File: src/rtl/fftmag_writer.sv
`timescale 1ns/1ps
// fftmag_writer
//   Takes one FFT frame as a stream of complex bins, squares and sums each
//   bin (re^2 + im^2) and writes the result to the bin RAM at address k for
//   bin k. When a full frame has landed in RAM it pulses fftdone and holds
//   the FFT source off (src_ready low) until detectdone releases the RAM.
//
// Ports
//   clk, reset        system clock, synchronous active-high reset
//   src_valid         FFT sample valid
//   src_sop/src_eop   first/last bin of frame, qualified by src_valid
//   src_real/imag     signed DW-bit sample
//   src_ready         sample accepted this cycle when high with src_valid
//   detectdone        downstream scan finished, RAM may be overwritten
//   ramwraddr/ramdata/ramwren   RAM write port (squared magnitude)
//   fftdone           one-cycle pulse: full frame in RAM
//   frameerr          sticky malformed-frame flag, cleared by reset only
module fftmag_writer #(
  parameter int NPOINTS = 1024,
  parameter int DW      = 14,
  parameter int AW      = 11,
  parameter int MW      = 28
) (
  input  logic                 clk,
  input  logic                 reset,
  input  logic                 src_valid,
  input  logic                 src_sop,
  input  logic                 src_eop,
  input  logic signed [DW-1:0] src_real,
  input  logic signed [DW-1:0] src_imag,
  output logic                 src_ready,
  input  logic                 detectdone,
  output logic [AW-1:0]        ramwraddr,
  output logic [MW-1:0]        ramdata,
  output logic                 ramwren,
  output logic                 fftdone,
  output logic                 frameerr
);

  typedef enum logic [1:0] {
    IDLE,
    FILL,
    FLUSH,
    HOLD
  } state_t;

  localparam logic [AW-1:0] LAST_BIN = AW'(NPOINTS - 1);
  localparam int            SQW      = 2 * DW - 1;

  state_t          r_state;
  state_t          w_state_nxt;
  logic [AW-1:0]   r_bin;
  logic [AW-1:0]   w_bin_nxt;
  logic [AW-1:0]   w_idx;
  logic            w_xfer;
  logic            w_write;
  logic            w_err;
  logic            w_done_nxt;
  logic            w_ready_nxt;

  logic            r_v1;
  logic [AW-1:0]   r_addr1;
  logic [SQW-1:0]  r_re2;
  logic [SQW-1:0]  r_im2;

  logic [DW-1:0]   w_re_abs;
  logic [DW-1:0]   w_im_abs;
  logic [SQW-1:0]  w_re_sq;
  logic [SQW-1:0]  w_im_sq;

  // Squaring the magnitude gives the same result as the signed square. The
  // most negative input still fits as an unsigned DW-bit magnitude, and the
  // square is at most 2^(2DW-2), so SQW bits hold it exactly.
  always_comb begin
    w_re_abs = src_real[DW-1] ? DW'(-src_real) : DW'(src_real);
    w_im_abs = src_imag[DW-1] ? DW'(-src_imag) : DW'(src_imag);
    w_re_sq  = SQW'(w_re_abs) * SQW'(w_re_abs);
    w_im_sq  = SQW'(w_im_abs) * SQW'(w_im_abs);
  end

  always_comb begin
    w_state_nxt = r_state;
    w_bin_nxt   = r_bin;
    w_write     = 1'b0;
    w_err       = 1'b0;
    w_done_nxt  = 1'b0;
    w_xfer      = src_valid && src_ready;
    // sop always restarts numbering, so a mid-frame sop lands on bin 0
    w_idx       = src_sop ? '0 : r_bin;

    case (r_state)
      IDLE: begin
        if (w_xfer) begin
          if (src_sop) w_write = 1'b1;
          else         w_err   = 1'b1;
        end
      end
      FILL: begin
        if (w_xfer) begin
          w_write = 1'b1;
          if (src_sop) w_err = 1'b1;
        end
      end
      FLUSH: begin
        // Final bin sits in stage 1 on the first FLUSH cycle; once stage 1
        // is empty and stage 2 is writing, that write is the last one.
        if (!r_v1 && ramwren) begin
          w_done_nxt  = 1'b1;
          w_state_nxt = HOLD;
        end
      end
      HOLD: begin
        if (detectdone) w_state_nxt = IDLE;
      end
      default: w_state_nxt = IDLE;
    endcase

    if (w_write) begin
      w_bin_nxt = w_idx + AW'(1);
      if (w_idx == LAST_BIN) begin
        w_state_nxt = FLUSH;
        if (!src_eop) w_err = 1'b1;
      end else if (src_eop) begin
        w_state_nxt = IDLE;
        w_err       = 1'b1;
      end else begin
        w_state_nxt = FILL;
      end
    end

    w_ready_nxt = (w_state_nxt == IDLE) || (w_state_nxt == FILL);
  end

  always_ff @(posedge clk) begin
    if (reset) begin
      r_state   <= IDLE;
      r_bin     <= '0;
      src_ready <= 1'b0;
      fftdone   <= 1'b0;
      frameerr  <= 1'b0;
    end else begin
      r_state   <= w_state_nxt;
      r_bin     <= w_bin_nxt;
      src_ready <= w_ready_nxt;
      fftdone   <= w_done_nxt;
      frameerr  <= frameerr | w_err;
    end
  end

  // Pipeline is not cleared on frame abort: accepted samples are written.
  always_ff @(posedge clk) begin
    if (reset) begin
      r_v1      <= 1'b0;
      r_addr1   <= '0;
      r_re2     <= '0;
      r_im2     <= '0;
      ramwren   <= 1'b0;
      ramwraddr <= '0;
      ramdata   <= '0;
    end else begin
      r_v1    <= w_write;
      ramwren <= r_v1;
      if (w_write) begin
        r_addr1 <= w_idx;
        r_re2   <= w_re_sq;
        r_im2   <= w_im_sq;
      end
      if (r_v1) begin
        ramwraddr <= r_addr1;
        ramdata   <= MW'(r_re2) + MW'(r_im2);
      end
    end
  end

endmodule
File: config.mk
export PLATFORM = sky130hd
export DESIGN_NAME = fftmag_writer
export DESIGN_NICKNAME = d
export VERILOG_FILES = /design/src/rtl/fftmag_writer.sv
export SDC_FILE = /design/constraint.sdc
export NUM_CORES = 1
export LEC_CHECK = 0
export BUFFER_PORTS_ARGS = -buffer_cell sky130_fd_sc_hd__buf_2
export CAP_MARGIN = 20
export CORE_ASPECT_RATIO = 1.4
export CORE_MARGIN = 2
export CORE_UTILIZATION = 58
export DETAILED_ROUTE_END_ITERATION = 10
export MAX_ROUTING_LAYER = met4
export PLACE_DENSITY_LB_ADDON = 0.2
export SYNTH_ARGS = -nofsm -noshare
export SYNTH_HDL_FRONTEND = slang
export SYNTH_SLANG_ARGS = --single-unit
export TNS_END_PERCENT = 100
File: constraint.sdc
create_clock -name clk -period 8.95 [get_ports clk]
set_input_delay 1.79 -clock clk [delete_from_list [all_inputs] [get_ports clk]]
set_output_delay 1.79 -clock clk [all_outputs]
set_load 0.01 [all_outputs]
* Word level (Yosys, flattened, before mapping)
Index checks and enable logic that the tools add are counted.
** Storage, ports and cells
- Output and inout bits :: 43
- Word-level logic and storage cells :: 53
- Flip-flop bits (word level) :: 122
- Bits of input ports :: 34
** Operators by class
- Multipliers :: 2
- Equality and inequality tests :: 5
- Add/subtract/negate cells :: 4
- Bitwise logic cells :: 2
- Mux-type cells :: 21
- Reductions and logical operators :: 7
** Operator list (count)
- $mul 14x14->27 :: 2
- $add 27x27->28 :: 1
- $mux 14 :: 2
- $neg 14->14 :: 2
- $add 11x1->11 const B :: 1
- $eq 11x10->1 const B :: 1
- $mux 1 :: 11
- $mux 11 :: 1
- $mux 2 :: 4
- $eq 2x1->1 const B :: 2
- $eq 2x2->1 const B :: 2
- $logic_not 2->1 :: 2
- $pmux 1 s2 :: 2
- $pmux 2 s2 :: 1
- $logic_and 1x1->1 :: 2
- $reduce_or 2->1 :: 1
- $logic_not 1->1 :: 1
- $logic_or 1x1->1 :: 1
- $not 1->1 :: 1
- $or 1x1->1 :: 1

* Depth between registers and ports, before layout
- Word-level depth :: 7
- Mapped depth :: 31
- Gate-level depth less buffers :: 30

* Least setup slack after synthesis
OpenSTA, ideal clock, no wires.
- Kind :: in2reg
- Start point :: in src_real[0]
- End point :: reg r_re2[23]
- Stages on the path :: 29
- Buffers on the path :: 1
- Setup slack :: -0.027 ns
- Library setup time :: 0.070 ns
- Required time :: 8.880 ns
- Arrival :: 8.907 ns
- Cells stage by stage :: clkbuf_1 > clkinv_1 > ha_1 > nand2b_1 > or4_1 > or4_1 > o21ai_0 > xor2_1 > clkinv_1 > nand2_1 > fa_1 > fa_1 > inv_1 > fa_1 > fa_1 > fa_1 > inv_1 > fa_1 > inv_1 > ha_1 > or2_2 > a21oi_1 > a21oi_1 > a22oi_1 > nand3_1 > a31oi_1 > xnor2_1 > nand2_1 > a21oi_1
** On the way
- Word-level cells in the longest chain between the ends :: 3
** Ends and longest elaborated chain
- start, declared :: line 29 : input logic signed [DW-1:0] src_real,
- $neg 14->14 :: line 75 : w_re_abs = src_real[DW-1] ? DW'(-src_real) : DW'(src_real);
- $mux 14 (*) :: line 75
- $mul 14x14->27 (*) :: line 77 : w_re_sq = SQW'(w_re_abs) * SQW'(w_re_abs);
- end signal, assigned :: line 165 : r_re2 <= w_re_sq;
- end, declared :: line 63 : logic [SQW-1:0] r_re2;
Mark *: on every way between the ends. The rest lies on a longest branch, timed or not.
A chain may end at the register's enable or synchronous reset.

* Worst setup path in the final report
- Start point :: in src_imag[1]
- End point :: reg r_im2[20]
** On the way
- Word-level cells in the longest chain between the ends :: 3
** Ends and longest elaborated chain
- start, declared :: line 30 : input logic signed [DW-1:0] src_imag,
- $neg 14->14 :: line 76 : w_im_abs = src_imag[DW-1] ? DW'(-src_imag) : DW'(src_imag);
- $mux 14 (*) :: line 76
- $mul 14x14->27 (*) :: line 78 : w_im_sq = SQW'(w_im_abs) * SQW'(w_im_abs);
- end signal, assigned :: line 166 : r_im2 <= w_im_sq;
- end, declared :: line 64 : logic [SQW-1:0] r_im2;
Marks and branches as above.

==> key figures <==
Placement
  • Gpl congestion: 0.955
  • Dpl hpwl: 31.7 mm
  • Dpl cell area: 17800 µm²
  • Port bufs: 76

Synth
  • Yosys cell types: 73
  • Synthesized flop and latch total: 120
  • Yosys top cell area share: 0.281
  • Mapped cell area: 16400 µm²
  • Largest family of logic cells by synthesized area: adder cells
  • Synth warn: 0
  • Multiplexer share of the synthesized area: 0.0198
  • Xor/xnor share of the synthesized area: 0.0594
  • Ranking of synthesized cells by area: fa_1 28%, ha_1 15%, dfxtp_1 15%, inv_1 7.7%, nand2_1 5.4%
  • Synth Area in Compound Gates: 0.103
  • Top_reg_cell synth: dfxtp_1
  • Post-synthesis simple-gate area fraction: 0.146
  • Most common cell in the netlist: inv_1
  • Commonest cells in the netlist: 336 x inv_1, 235 x nand2_1, 230 x fa_1
  • Post-synth ARST share: 0
  • Number of synthesized flops with an enable pin: 0
  • Post-synthesis cell count: 1906
  • Synth area leader: fa_1
  • Adder-cell share of the synthesized area: 0.432
  • Mean cell area of the mapped netlist: 8.59 µm²
  • Post-synthesis sequential area ratio: 0.147

Hold path
  • Hold Startpoint: r_addr1[5]
  • Worst hold endpoint: r_addr1[5]
  • Hold Crit Class: reg -> reg
  • Hold Path Depth: 2

Global route
  • Initial antenna violation count: 0
  • Largest net degree at the start of global routing: 81
  • First-pass GRT wire length: 64.6 mm
  • GRT Util Overall: 0.275
  • Total congestion overflow: 0
  • Number of global-route vias before repair: 14000

Layout
  • Area occupied by multi-input gates: 12600 µm²
  • Fin nets: 2522
  • Antenna diodes: 0
  • Share of post-route cells with drive strength above 1: 0.112
  • Layout fillers: 2429
  • Final Cell Area: 18500 µm²
  • Layout area overhead: 12.7%
  • Reg area: 2400 µm²

Setup path
  • Crit Reg-Reg Startpoint: r_re2[4]
  • Reg-to-reg slack, setup: 5.52 ns
  • Critical Path Source Type: input port
  • Worst Reg-to-Reg Cells: 10
  • WP data required: 9.31 ns
  • Worst path arrival time: 8.97 ns
  • Critical R2R Capture: ramdata[26]
  • CP Max Fanout: 7
  • Crit end category: flip-flop
  • Critical path type: in -> reg

Timing
  • Fin Hold WS: 0.454 ns
  • Peak Freq: 116 MHz
  • Hold Fails Final Rpt: 0
  • Worst slew pin tran: 0.977 ns
  • Clock Skew: 0.0117 ns
  • Setup Viol. Count Final: 0
  • Fin crit period: 8.61 ns
  • Slew margin rel.: 0.342
  • Final worst path period share: 0.962
  • Slew Viols, Final: 0

Die
  • Chip width: 146 µm
  • Ports: 77
  • Initial Util: 0.590
  • Chip height: 203 µm
  • Core Rows: 72
  • Core Region: 27700 µm²
  • Full die area: 29600 µm²

Routing
  • Via Count: 13200
  • Residual DRC count: 0
  • Final WL: 37.9 mm
  • 1st-iter DRT viols: 466
  • Vias per cell: 5.38
  • Initial DRT Pass Iterations: 5
  • Post-route ant nets: 0
  • Average wire per standard cell: 15.5 µm

Clocking
  • Num CTS Buffers: 17
  • Clk sinks: 120
  • Worst-Skew Late Latency: 0.43 ns
  • Clock H-tree levels: 4
  • Root Buffer: clkbuf_16
  • Clk buf depth: 2
  • CTS tree: done
  • Reg clk slew, reported paths: 0.06 ns
  • Cts hold-fix bufs: 0

Flow run
  • Max-cap violations: 0

Status
  • Status: complete, no violations
## critical path: stages
cell and delay [ns]:
buf_2 0.12, or2_4 0.24, or4b_4 0.53, o21ai_0 0.21, xnor2_1 0.32, clkinv_1 0.18, buf_4 0.22, nor2_1 0.23
fa_1 0.47, ha_1 0.21, fa_1 0.45, ha_1 0.31, fa_1 0.49, inv_1 0.06, fa_1 0.52, inv_1 0.05
ha_1 0.20, nor3_1 0.22, o21ai_0 0.19, a2111oi_0 0.75, buf_4 0.23, o31ai_1 0.07, a21oi_1 0.34, o21ai_0 0.19
xor2_1 0.15, nand2_1 0.06, a21oi_1 0.15
## routing by layer
metal  share of wire  wire length [µm]  GRT usage
met2            0.54             20400      0.510
met3           0.025               943     0.0267
met4           0.037              1380      0.112
met5               0                 0          -
met1            0.40             15200      0.301
## state kept, by name (all words and copies together), names as in the netlist, 2 cells and up
| register | flops |
|---|---|
| ramdata | 28 |
| r_addr1 | 11 |
| ramwraddr | 11 |
| r_state | 2 |
| r_bin | 11 |
| r_re2 | 26 |
| r_im2 | 26 |
## placed cells by master, fill, tap and decap left out, drive strengths merged, types with 8 or more instances in the layout
| cell type | count |
|---|---|
| dfxtp | 120 |
| a21o | 17 |
| ha | 198 |
| a211oi | 13 |
| or3 | 8 |
| and3 | 10 |
| clkbuf | 17 |
| a21oi | 108 |
| inv | 349 |
| buf | 166 |
| xnor2 | 65 |
| o21a | 14 |
| o21ai | 52 |
| nand3b | 8 |
| a31oi | 10 |
| or4 | 9 |
| nand2 | 235 |
| conb | 20 |
| mux2i | 29 |
| nand3 | 19 |
| xor2 | 46 |
| o31ai | 10 |
| nor2 | 180 |
| nand2b | 19 |
| fa | 230 |
| o21bai | 9 |
| clkinv | 13 |
| nor3 | 13 |
## stage by stage
stage / setup slack [ns] / utilization / setup TNS [ns] / std cells
3_5_place_dp: -0.186 / 0.641 / -0.770 / 2410
6_report: 0.336 / 0.665 / 0 / 2443
4_1_cts: 0.227 / 0.662 / 0 / 2442
2_1_floorplan: 0.0326 / - / 0 / 1924
3_3_place_gp: -0.100 / 0.641 / -0.295 / 2410
5_1_grt: -0.0152 / 0.665 / -0.0178 / 2443
## logic make-up after synthesis
family | after synthesis
other | 2
DFF | 120
muxes | 32
buffers and inverters | 399
AOI/OAI and AO/OA | 274
xor gates and xnor gates | 111
adders and majority gates | 428
and+or+nand+nor | 540
## repair_timing
item                                    in CTS  in global routing
buffers inserted                             0                  1
gates resized for setup                      0                 15
endpoints found under the setup margin       0                  8
## worst max-delay path by stage
| stage | from | slack (ns) | cells past startpoint | endpoint |
|---|---|---|---|---|
| 2_1_floorplan | src_real[0] | 0.03 | 26 | r_re2[23] |
| 3_3_place_gp | src_real[0] | -0.10 | 30 | r_re2[24] |
| 3_5_place_dp | src_real[0] | -0.19 | 28 | r_re2[26] |
| 4_1_cts | src_real[0] | 0.23 | 28 | r_re2[26] |
| 5_1_grt | src_real[1] | -0.02 | 31 | r_re2[24] |
| 6_report | src_imag[1] | 0.34 | 27 | r_im2[20] |
## cell type report
cell class / instances / share of cell area
multi-input combinational: 1405 / 0.683
clock inverter: 15 / 0.00976
inverter: 350 / 0.0713
clock buffer: 17 / 0.0231
timing repair buffer: 166 / 0.0574
sequential: 120 / 0.130
tap: 370 / 0.0251
Power is left out: the tool's default activity adds up to more than one toggle a clock period on the data nets, which glitch-free logic cannot reach.
